File: src/rtl/fp_alu_pkg.sv
// rtl/fp_alu_pkg.sv - shared mode constants and sequencer states for the FP ALU shifter
package fp_alu_pkg;

    localparam logic [1:0] MODE_ALIGN = 2'b00;
    localparam logic [1:0] MODE_NORM  = 2'b01;
    localparam logic [1:0] MODE_CARRY = 2'b10;
    localparam logic [1:0] MODE_RSVD  = 2'b11;

    typedef enum logic [1:0] {
        ST_IDLE = 2'd0,
        ST_RUN  = 2'd1,
        ST_DONE = 2'd2
    } state_t;

endpackage

File: src/rtl/lzc_window.sv
// rtl/lzc_window.sv - combinational leading-zero count over a Step-bit window
module lzc_window #(
    parameter int Step = 4,
    parameter int CW   = $clog2(Step + 1)
) (
    input  logic [Step-1:0] win_i,
    output logic [CW-1:0]   count_o
);

    logic found;

    // An all-zero window reports Step so the caller shifts a full step.
    always_comb begin
        count_o = CW'(Step);
        found   = 1'b0;
        for (int i = Step - 1; i >= 0; i--) begin
            if (!found && win_i[i]) begin
                count_o = CW'(Step - 1 - i);
                found   = 1'b1;
            end
        end
    end

endmodule

File: src/rtl/fp_align_normalizer.sv
// rtl/fp_align_normalizer.sv - multi-cycle align / normalise / carry-renormalise mantissa shifter
module fp_align_normalizer
    import fp_alu_pkg::*;
#(
    parameter int Mantissa_Size = 23,
    parameter int Exponent_Size = 8,
    parameter int Step          = 4
) (
    input  logic                     clk,
    input  logic                     rst,
    input  logic                     enable,
    input  logic                     load,
    input  logic [1:0]               mode,
    input  logic [Mantissa_Size:0]   mantissa,
    input  logic                     carry,
    input  logic [Exponent_Size-1:0] exponent,
    input  logic [Exponent_Size-1:0] no_of_shifts,
    output logic [Mantissa_Size:0]   shiftedMantissa,
    output logic [Exponent_Size-1:0] shiftedExponent,
    output logic                     guard,
    output logic                     round,
    output logic                     sticky,
    output logic                     busy,
    output logic                     done,
    output logic                     zero,
    output logic                     underflow,
    output logic                     overflow
);

    localparam int W     = Mantissa_Size + 1;
    localparam int E     = Exponent_Size;
    localparam int EXT_W = Mantissa_Size + 4;
    localparam int RW    = $clog2(EXT_W + 1);
    localparam int CW    = $clog2(Step + 1);

    state_t         state_q, state_d;
    logic [1:0]     mode_q, mode_d;
    logic [W-1:0]   mant_q, mant_d;
    logic [E-1:0]   exp_q, exp_d;
    logic           g_q, g_d, r_q, r_d, s_q, s_d;
    logic           carry_q, carry_d;
    logic [RW-1:0]  rem_q, rem_d;
    logic           zero_q, zero_d, unf_q, unf_d, ovf_q, ovf_d;

    logic [RW-1:0]    ka, n_clamp;
    logic [EXT_W-1:0] ext, sh, lost_mask;
    logic             lost;
    logic [CW-1:0]    lz;
    logic [31:0]      lz32, em1, kn;
    logic [W+1:0]     nw;
    logic [E-1:0]     exp_dec, exp_inc;

    // Align: the bits leaving the s position this step fold into sticky.
    assign ka        = (rem_q > RW'(Step)) ? RW'(Step) : rem_q;
    assign ext       = {mant_q, g_q, r_q, s_q};
    assign sh        = ext >> ka;
    assign lost_mask = (EXT_W'(1) << ka) - EXT_W'(1);
    assign lost      = |(ext & lost_mask);
    assign n_clamp   = (32'(no_of_shifts) > 32'(EXT_W)) ? RW'(EXT_W) : RW'(no_of_shifts);

    lzc_window #(.Step(Step), .CW(CW)) u_lzc (
        .win_i   (mant_q[W-1 -: Step]),
        .count_o (lz)
    );

    // Normalise never takes the exponent below 1.
    assign lz32    = 32'(lz);
    assign em1     = 32'(exp_q) - 32'd1;
    assign kn      = (lz32 < em1) ? lz32 : em1;
    assign nw      = {mant_q, g_q, r_q} << kn;
    assign exp_dec = exp_q - kn[E-1:0];
    assign exp_inc = (&exp_q) ? exp_q : exp_q + E'(1);

    always_comb begin
        state_d = state_q;
        mode_d  = mode_q;
        mant_d  = mant_q;
        exp_d   = exp_q;
        g_d     = g_q;
        r_d     = r_q;
        s_d     = s_q;
        carry_d = carry_q;
        rem_d   = rem_q;
        zero_d  = zero_q;
        unf_d   = unf_q;
        ovf_d   = ovf_q;
        if (load) begin
            state_d = ST_RUN;
            mode_d  = mode;
            mant_d  = mantissa;
            exp_d   = exponent;
            g_d     = 1'b0;
            r_d     = 1'b0;
            s_d     = 1'b0;
            carry_d = carry;
            rem_d   = (mode == MODE_ALIGN) ? n_clamp : '0;
            zero_d  = 1'b0;
            unf_d   = 1'b0;
            ovf_d   = 1'b0;
        end else if (state_q == ST_RUN) begin
            case (mode_q)
                MODE_ALIGN: begin
                    {mant_d, g_d, r_d} = sh[EXT_W-1:1];
                    s_d   = sh[0] | lost;
                    rem_d = rem_q - ka;
                    if (rem_q == ka) state_d = ST_DONE;
                end
                MODE_NORM: begin
                    if (exp_q == '0 || mant_q == '0) begin
                        zero_d  = (mant_q == '0);
                        unf_d   = (exp_q == '0);
                        state_d = ST_DONE;
                    end else begin
                        {mant_d, g_d, r_d} = nw;
                        exp_d = exp_dec;
                        if (nw[W+1] || exp_dec == E'(1)) begin
                            unf_d   = !nw[W+1];
                            state_d = ST_DONE;
                        end
                    end
                end
                MODE_CARRY: begin
                    mant_d  = {carry_q, mant_q[W-1:1]};
                    g_d     = mant_q[0];
                    exp_d   = exp_inc;
                    ovf_d   = &exp_inc;
                    state_d = ST_DONE;
                end
                default: state_d = ST_DONE;
            endcase
        end
    end

    always_ff @(posedge clk) begin
        if (rst) begin
            state_q <= ST_IDLE;
            mode_q  <= '0;
            mant_q  <= '0;
            exp_q   <= '0;
            g_q     <= 1'b0;
            r_q     <= 1'b0;
            s_q     <= 1'b0;
            carry_q <= 1'b0;
            rem_q   <= '0;
            zero_q  <= 1'b0;
            unf_q   <= 1'b0;
            ovf_q   <= 1'b0;
        end else if (enable) begin
            state_q <= state_d;
            mode_q  <= mode_d;
            mant_q  <= mant_d;
            exp_q   <= exp_d;
            g_q     <= g_d;
            r_q     <= r_d;
            s_q     <= s_d;
            carry_q <= carry_d;
            rem_q   <= rem_d;
            zero_q  <= zero_d;
            unf_q   <= unf_d;
            ovf_q   <= ovf_d;
        end
    end

    assign shiftedMantissa = mant_q;
    assign shiftedExponent = exp_q;
    assign guard           = g_q;
    assign round           = r_q;
    assign sticky          = s_q;
    assign busy            = (state_q == ST_RUN);
    assign done            = (state_q == ST_DONE);
    assign zero            = zero_q;
    assign underflow       = unf_q;
    assign overflow        = ovf_q;

endmodule

File: config.mk
export PLATFORM = sky130hd
export DESIGN_NAME = fp_align_normalizer
export DESIGN_NICKNAME = d
export VERILOG_FILES = /design/src/rtl/fp_alu_pkg.sv /design/src/rtl/lzc_window.sv /design/src/rtl/fp_align_normalizer.sv
export SDC_FILE = /design/constraint.sdc
export NUM_CORES = 1
export LEC_CHECK = 0
export BUFFER_PORTS_ARGS = -buffer_cell sky130_fd_sc_hd__buf_2
export CORE_MARGIN = 3
export CORE_UTILIZATION = 40
export CTS_BUF_LIST = sky130_fd_sc_hd__clkbuf_16
export DETAILED_ROUTE_END_ITERATION = 10
export GPL_TIMING_DRIVEN = 0
export SYNTH_ARGS = -nofsm -noshare
export SYNTH_HDL_FRONTEND = slang
export SYNTH_SLANG_ARGS = --single-unit
export TNS_END_PERCENT = 1
File: constraint.sdc
create_clock -name clk -period 10.9 [get_ports clk]
set_input_delay 0 -clock clk [delete_from_list [all_inputs] [get_ports clk]]
set_output_delay 0 -clock clk [all_outputs]
set_load 0.05 [all_outputs]
## Yosys cells after proc, flatten, opt, wreduce, memory -nomap -nowiden

Cells that the tools add are included.

- Word-level logic and storage cells: 120
- Input bits: 47
- Flip-flop bits (word level): 48
- Output and inout port bits: 40

- Bitwise gates (word level): 2
- Shifts and indexed selects: 3
- Magnitude comparators: 3
- Equal/unequal tests: 9
- Reductions and logical operators: 34
- Add/subtract/negate cells: 5
- Muxes and demuxes: 52

Operators with widths:

| operator | count |
|---|---|
| $mux 24 | 3 |
| $pmux 24 s3 | 1 |
| $lt 3x32->1 | 1 |
| $mux 32 | 1 |
| $mux 8 | 4 |
| $shl 26x32->26 | 1 |
| $mux 5 | 6 |
| $and 27x27->27 | 1 |
| $reduce_or 27->1 | 1 |
| $shl 1x5->27 const A | 1 |
| $shr 27x5->27 | 1 |
| $sub 27x2->27 const B | 1 |
| $logic_not 24->1 | 1 |
| $mux 1 | 24 |
| $reduce_and 4->1 | 6 |
| $pmux 8 s2 | 1 |
| $reduce_and 8->1 | 2 |
| $mux 3 | 4 |
| $mux 2 | 5 |
| $reduce_bool 2->1 | 5 |
| $reduce_bool 3->1 | 3 |
| $sub 8x1->9 const B | 1 |
| $add 8x1->8 const B | 1 |
| $eq 8x1->1 const B | 1 |
| 21 further kinds | 32 |

## Longest topological paths before layout

Gate-level depths: netlist (run 1).

- Word-level depth: 20
- Depth in mapped cells: 22
- Gate-level depth less buffers: 19

## Cells and area by module

A second synthesis (run 1) with hierarchy kept.

- Cell total of the unflattened synthesis: 796
- Area total of the unflattened synthesis: 5898.2 sq um

Modules (own cells, without submodules):

| module | area each (sq um) | cells each | instances | sequential area each (sq um) |
|---|---|---|---|---|
| fp_align_normalizer | 5858.1 | 790 | 1 | 960.9 |
| lzc_window | 40.0 | 6 | 1 | 0.0 |

## Worst setup path before layout (run 1)

Ideal clock, no wire load.

- Kind: register to register
- From: register exp_q[0] (netlist: shiftedExponent[0])
- To: register exp_q[7] (netlist: shiftedExponent[7])
- Data arrival time: 5165 ps
- Clock period less this slack: 5251 ps
- Required time: 10814 ps
- Buffers on the path: 3
- Setup time: 86 ps
- Setup slack: 5649 ps
- Cell stages (with the launch flop): 22
- Cells stage by stage: dfxtp_1 buf_2 inv_1 ha_1 xnor2_1 ha_1 nand3b_1 a21oi_1 o32ai_2 o21ai_1 o21ai_1 buf_2 inv_2 clkbuf_1 ha_1 a21oi_1 o21bai_1 or2_2 or4b_2 a221oi_1 a21oi_1 a211oi_1

- Cells in the longest elaborated chain, start to end: 8
- Elaborated cells between the ends (all ways): 15
- Those cells by class: add/sub (3); order compare (1); eq/ne (1); mux (6); reduce/logical (4)

RTL lines:

| element | line | RTL |
|---|---|---|
| start: declaration | fp_align_normalizer.sv:39 | `logic [E-1:0] exp_q, exp_d;` |
| start signal: assignment | fp_align_normalizer.sv:152 | `exp_q <= exp_d;` |
| $sub 8x1->9 | fp_align_normalizer.sv:68 | `assign em1 = 32'(exp_q) - 32'd1;` |
| $lt 3x32->1 | fp_align_normalizer.sv:69 | `assign kn = (lz32 < em1) ? lz32 : em1;` |
| $mux 32 | fp_align_normalizer.sv:69 |  |
| $sub 8x8->8 | fp_align_normalizer.sv:71 | `assign exp_dec = exp_q - kn[E-1:0];` |
| $mux 8 | fp_align_normalizer.sv:109 | `if (exp_q == '0 \|\| mant_q == '0) begin` |
| $pmux 8 s2 | fp_align_normalizer.sv:101 | `case (mode_q)` |
| $mux 8 | fp_align_normalizer.sv:100 | `end else if (state_q == ST_RUN) begin` |
| $mux 8 | fp_align_normalizer.sv:87 | `if (load) begin` |

Several ways; a longest one is shown, not always the timed one. The select of a mux whose other input is x is not followed.
A chain may end at the register's enable or synchronous reset.

## Final worst setup path (run 1)

Same ends and word-level chain as after synthesis.

==> results of run 1 <==
what timing repair did:
action                                 4_1_cts  5_1_grt
resized for setup                            0        0
endpoints found under the hold margin        4        0
buffers inserted                             0        0
hold buffers                                 4        0
area by class of cell:
cell class                      count  area [um^2]
Tap cell                          176        220.2
Buffer                             94        372.9
Multi-Input combinational cell    655         4217
Inverter                           17        66.31
Fill cell                        1455         7066
Sequential cell                    48        960.9
Clock buffer                        5        125.1
Clock inverter                      2        12.51
Timing Repair Buffer               89        465.4
report_power, final:
group | switching [mW] | total, mW | leakage, nW | internal, mW
Clock | 0.0794 | 0.163 | 0.0673 | 0.0839
Combinational | 0.274 | 0.404 | 1.96 | 0.130
Sequential | 0.00932 | 0.196 | 0.393 | 0.187
cells in the final DEF (no fill, tap or decap), drive strengths merged, types with 5 or more instances in the layout:
| cell type | Yosys | final |
|---|---|---|
| nand2 | 100 | 100 |
| buf | 12 | 97 |
| nand3 | 92 | 92 |
| clkbuf | 82 | 87 |
| o21ai | 70 | 70 |
| a21oi | 65 | 65 |
| nor2 | 59 | 59 |
| dfxtp | 48 | 48 |
| mux2i | 21 | 21 |
| mux4 | 17 | 17 |
| a211oi | 16 | 16 |
| inv | 16 | 16 |
| o211ai | 15 | 15 |
| or3 | 14 | 14 |
| a21o | 14 | 14 |
| ha | 13 | 13 |
| a311oi | 13 | 13 |
| nor3 | 13 | 13 |
| a221oi | 10 | 10 |
| nor4 | 8 | 8 |
| and3 | 7 | 7 |
| and2 | 7 | 7 |
| nor2b | 6 | 6 |
| a31oi | 6 | 6 |
| o221a | 6 | 6 |
| a22oi | 5 | 5 |
synthesized netlist by cell type (4+ instances only):
cell type,n
clkbuf_1,79
inv_1,12
nand4_1,4
a21oi_1,65
o21ai_0,64
a211oi_1,16
nor2b_1,6
buf_1,6
dfxtp_1,48
and3_1,7
mux4_2,17
buf_2,4
o221a_1,5
ha_1,13
nor4_1,8
nor2_1,59
o21ai_1,6
o211ai_1,15
nand2_1,100
nor3_1,11
or3_1,14
mux2i_1,21
nand3_1,91
a21o_1,14
and2_1,7
xnor2_1,4
a22oi_1,5
a31oi_1,6
a311oi_1,12
a221oi_1,10
through the flow:
stage               setup slack, ns  hold slack [ns]
floorplan                     5.649           0.1475
global placement              5.127           0.2720
detailed placement            5.118           0.2777
CTS                           5.073          0.02904
global route                  4.571          0.07304
finish                        5.011          0.03965
state kept, by name, summed over array words and instances (netlist names):
name and count:
carry_q 1, state_q 2, shiftedExponent 8, sticky 1, rem_q 5, round 1
guard 1, overflow 1, underflow 1, mode_q 2, shiftedMantissa 24, zero 1
worst max-delay path, stage by stage, from the launching register on:
cell,delay [ns]
dfxtp_1,0.41
buf_2,0.27
inv_1,0.16
ha_1,0.27
xnor2_1,0.36
ha_1,0.34
nand3b_1,0.10
a21oi_1,0.06
o32ai_2,0.45
o21ai_1,0.13
o21ai_1,0.24
buf_2,0.34
inv_2,0.09
clkbuf_1,0.31
ha_1,0.38
a21oi_1,0.15
o21bai_1,0.10
or2_2,0.31
or4b_2,0.65
a221oi_1,0.37
a21oi_1,0.07
a211oi_1,0.23
routing by layer:
layer	share of wire [%]	track usage, %	vias up
met3	11	4.717	84
li1	-	-	3230
met1	41	40.51	3235
met5	0	0	-
met4	5.3	14.18	0
met2	43	42.97	487
worst paths after layout:
kind	startpoint	to	slack, ns	cells past startpoint
max reg2reg	shiftedExponent[0]	shiftedExponent[7]	5.01	21
max	shiftedExponent[0]	shiftedExponent[7]	5.01	21
min	exponent[1]	shiftedExponent[1]	0.04	3
min reg2reg	overflow	overflow	0.47	2
kinds of logic (layout without fill, tap and decap cells):
group	count (synthesis)	after routing	share of synthesized area, %
AND/OR/NAND/NOR	325	325	27.42
other	1	1	0.06677
multiplexers	42	42	11.36
buffers and inverters	111	207	7.819
AO/OA/AOI/OAI	266	266	31.88
adder cells (fa/ha/maj)	14	14	3.252
flip-flops	48	48	17.11
XOR/XNOR	7	7	1.092
==> impl_metrics.tcl, run 1 <==
set metrics [dict create \
    gp_congestion 0.9736 \
    die_area_um2 15500 \
    portBuffers 85 \
    seq_area_frac_synth_pct 17.11 \
    hp-class "input port to register" \
    critPathCaptureType "register" \
    syn-num-nets 875 \
    yosys.area.top_type "dfxtp_1" \
    setup_tns_ns 0 \
    outcome "finished, final reports clean" \
    fp.dieH_um 124.5 \
    pin_count 87 \
    synth_flop_cell "dfxtp_1" \
    p_per_area_nw_per_um2 118.6 \
    fin_crit_ns 5.889 \
    vias 7036 \
    die_x_um 124.5 \
    rsz0062_at_grt "no" \
    layout-drive-gt1-share_pct 15.38 \
    placed_area_um2 6262 \
    tightest_slew_ns 0.8321 \
    dr.first_iter.drc_count 988 \
    cts_max_level 2 \
    hold_viol_final 0 \
    ys_warn_count 0 \
    drcViolationCount 0 \
    cts_buffer_depth 2 \
    relSlewSlack_pct 44.16 \
    grt_antenna_before_repair 0 \
    fin_area_um2 6440 \
    synth_cells 814 \
    dp_hpwl_um 17500 \
    synth_area_um2 5617 \
    cp_max_fo 10 \
    overflow 0 \
    drt-pass1-iter-count 6 \
    ant_nets 0 \
    cts_tree "yes" \
    path_class "register to register" \
    stdcell_count 1086 \
    fmaxAchievable_mhz 169.8 \
    required_ns 11.12 \
    synth_cell_type_count 84 \
    grt_start_max_net_pins 15 \
    final_core_util_pct 47.68 \
    clk_latency_ns 0.31 \
    fin_total_pwr_mw 0.7635 \
    vias_per_cell 6.479 \
    slew_viol_final 0 \
    p_leak_nw 2.423 \
    core_area_um2 13510 \
    async_flop_share_pct 0 \
    arrival_ns 6.11 \
    setup-violations-final 0 \
    gr-usage-all-layers_pct 28.92 \
    synthTopCellsByArea "dfxtp_1 (17%), nand3_1 (8.1%), mux4_2 (6.8%), nand2_1 (6.7%), a21oi_1 (5.8%)" \
    start_kind "register" \
    dp_cells 1075 \
    clk_pin_slew_ns 0.07 \
    num_antenna_cells 0 \
    synth-edff-count 0 \
    start_util_pct 41.59 \
    synth_top_area_share_pct 17.11 \
    ir_drop_mv 0.09111 \
    syn_area_per_cell_um2 6.900 \
    grt_pass1_wl_um 35950 \
    grt_pass1_vias 6255 \
    wl_per_cell_um 21.70 \
    cts.sinks 48 \
    skew_ns 0.01090 \
    cts-root-buf "clkbuf_16" \
    drt_wl_total_um 23570 \
    drv_cap 0 \
    fin_nets 971 \
    cts-buffers-inserted 5 \
    rows 42 \
    min_period_over_period_pct 54.03 \
    yosys_register_bits 48 \
    syn_to_final_growth_pct 14.66 \
]
Note: power is estimated with default switching activity, not from simulation.
==> run 2, diff against run 1 <==
==> constraint.sdc (replaced) <==
create_clock -name clk -period 6.1 [get_ports clk]
set_input_delay 0 -clock clk [delete_from_list [all_inputs] [get_ports clk]]
set_output_delay 0 -clock clk [all_outputs]
set_load 0.05 [all_outputs]
==> run 2 against run 1 <==
Effect of this change:
- die area unchanged
- sequential power rose by 79%
- utilization grew 0.21 points
- non-clock buffer count stayed put
- register-to-register slack worse by 4.6 ns
- combinational power up 80%
- sequential share of layout area fell by 0.066 points
- sequential cell count unchanged
- critical path type unchanged
==> impl_metrics.tcl, run 2 (synthesized netlist as in run 1, its figures left out) <==
set metrics [dict create \
    outcome "finished, final reports clean" \
    clk_pin_slew_ns 0.07 \
    crit_family "compound AO/OA/AOI/OAI gates" \
    grt_pass1_wl_um 35950 \
    slew_viol_final 0 \
    drcViolationCount 0 \
    drv_cap 0 \
    cts_max_level 2 \
    core_area_um2 13510 \
    multi_input_comb_area_um2 4243 \
    fin_area_um2 6469 \
    hold_viol_final 0 \
    dp_hpwl_um 17500 \
    fin_nets 971 \
    skew_ns 0.01050 \
    tightest_slew_ns 0.8143 \
    start_util_pct 41.59 \
    drt_wl_total_um 23720 \
    vias_per_cell 6.454 \
    grt_antenna_before_repair 0 \
    die_area_um2 15500 \
    hp-class "input port to register" \
    overflow 0 \
    cts-buffers-inserted 5 \
    fmaxAchievable_mhz 176.7 \
    power.share.sequential_pct 25.6 \
    rows 42 \
    num_antenna_cells 0 \
    gp_congestion 0.9736 \
    p_per_area_nw_per_um2 211.6 \
    pin_count 87 \
    regArea_um2 960.9 \
    critPathCaptureType "register" \
    final_cell_mix "nand2_1 (100), nand3_1 (91), buf_2 (88)" \
    placed_area_um2 6262 \
    required_ns 6.32 \
    cts.sinks 48 \
    cts_tree "yes" \
    p_switching_mw 0.6505 \
    cp_slowest_cell "or4b_2" \
    syn_to_final_growth_pct 15.17 \
    p_leak_nw 2.434 \
    cts_buffer_depth 2 \
    fp.dieH_um 124.5 \
    nFillCells 1451 \
    ir_drop_mv 0.1624 \
    fin_crit_ns 5.659 \
    rsz0062_at_grt "no" \
    dr.first_iter.drc_count 1031 \
    relSlewSlack_pct 45.30 \
    postCtsSetupRepairBufs 0 \
    start_kind "register" \
    grt_pass1_vias 6255 \
    gr-usage-all-layers_pct 28.92 \
    internal_power_mw 0.7183 \
    cts-root-buf "clkbuf_16" \
    cp_max_fo 10 \
    arrival_ns 5.88 \
    wl_per_cell_um 21.85 \
    min_period_over_period_pct 92.77 \
    portBuffers 85 \
    largest_reg_flops 24 \
    p_clk_share_pct 21.2 \
    clk_latency_ns 0.31 \
    pwr-share-comb_pct 53.2 \
    path_cells "buf_2 > inv_1 > ha_1 > xnor2_2 > ha_1 > nand3b_1 > a21oi_1 > o32ai_4 > o21ai_1 > o21ai_2 > clkbuf_4 > inv_2 > clkbuf_1 > ha_1 > a21oi_1 > o21bai_1 > or2_2 > or4b_2 > a221oi_1 > a21oi_1 > a211oi_1" \
    cp_slowest_stage_delay_ns 0.65 \
    grt_start_max_net_pins 15 \
    layout-drive-gt1-share_pct 15.71 \
    setup-violations-final 0 \
    die_x_um 124.5 \
    setup_tns_ns 0 \
    path_class "register to register" \
    p_sw_share_pct 47.52 \
    vias 7009 \
    drt-pass1-iter-count 6 \
    ant_nets 0 \
    layout_commonest_cell "nand2_1" \
    critPathBufInv 5 \
]
-- run 2: changes by cell type in the layout (fill, tap and decap cells not counted), sizes merged --
| cell | previous run | this run |
|---|---|---|
| buf | 97 | 96 |
| clkbuf | 87 | 88 |
-- run 2: final timing paths --
kind | start | slack [ns] | endpoint | depth (start not counted)
worst max-delay path | shiftedExponent[0] | 0.44 | shiftedExponent[7] | 21
worst min-delay path | exponent[1] | 0.04 | shiftedExponent[1] | 3
worst max register to register | shiftedExponent[0] | 0.44 | shiftedExponent[7] | 21
worst min register to register | overflow | 0.47 | overflow | 2
-- run 2: per-stage QoR --
step	std cells	util, %	power (mW)	hold slack (ns)	setup WS [ns]
after global placement	1075	46.37	1.056	0.2720	0.3274
after floorplan	814	-	0.8587	0.1475	0.8492
after CTS	1086	47.68	1.351	0.02904	0.2731
after global routing	1086	47.90	1.438	0.07304	0.007112
after detailed placement	1075	46.37	1.054	0.2777	0.3183
final	1086	47.90	1.369	0.04260	0.4413
-- run 2: repair_timing --
item | CTS | global route
gates resized for setup | 0 | 5
hold buffers | 4 | 0
hold endpoints to repair | 4 | 0
endpoints found under the setup margin | 0 | 2
-- run 2: final cells by class --
| class | instances | share of cell area (%) |
|---|---|---|
| Multi-Input combinational cell | 655 | 65.59 |
| Inverter | 17 | 1.025 |
| Clock inverter | 2 | 0.1934 |
| Clock buffer | 5 | 1.934 |
| Timing Repair Buffer | 89 | 7.195 |
| Sequential cell | 48 | 14.85 |
| Tap cell | 176 | 3.404 |
| Buffer | 94 | 5.803 |
-- run 2: metal layers --
metal | global-route usage [%] | routed length [um]
met5 | 0 | 0
met2 | 42.97 | 10220
met1 | 40.51 | 9873
met4 | 14.18 | 1115
met3 | 4.717 | 2512
-- run 2: power groups by stage --
| stage | Clock (mW) | Sequential, mW | Combinational, mW |
|---|---|---|---|
| finish | 0.290 | 0.351 | 0.728 |
| global route | 0.307 | 0.354 | 0.777 |
| CTS | 0.298 | 0.351 | 0.701 |
| detailed placement | 0 | 0.358 | 0.696 |
| global placement | 0 | 0.358 | 0.698 |
| floorplan | 0 | 0.416 | 0.443 |
-- run 2: worst reg2reg max path: stages (launching register included) --
cell and delay (ns):
dfxtp_1 0.41, buf_2 0.27, inv_1 0.16, ha_1 0.29, xnor2_2 0.18, ha_1 0.34
nand3b_1 0.09, a21oi_1 0.27, o32ai_4 0.17, o21ai_1 0.21, o21ai_2 0.13, clkbuf_4 0.23
inv_2 0.10, clkbuf_1 0.50, ha_1 0.36, a21oi_1 0.15, o21bai_1 0.10, or2_2 0.31
or4b_2 0.65, a221oi_1 0.35, a21oi_1 0.08, a211oi_1 0.24
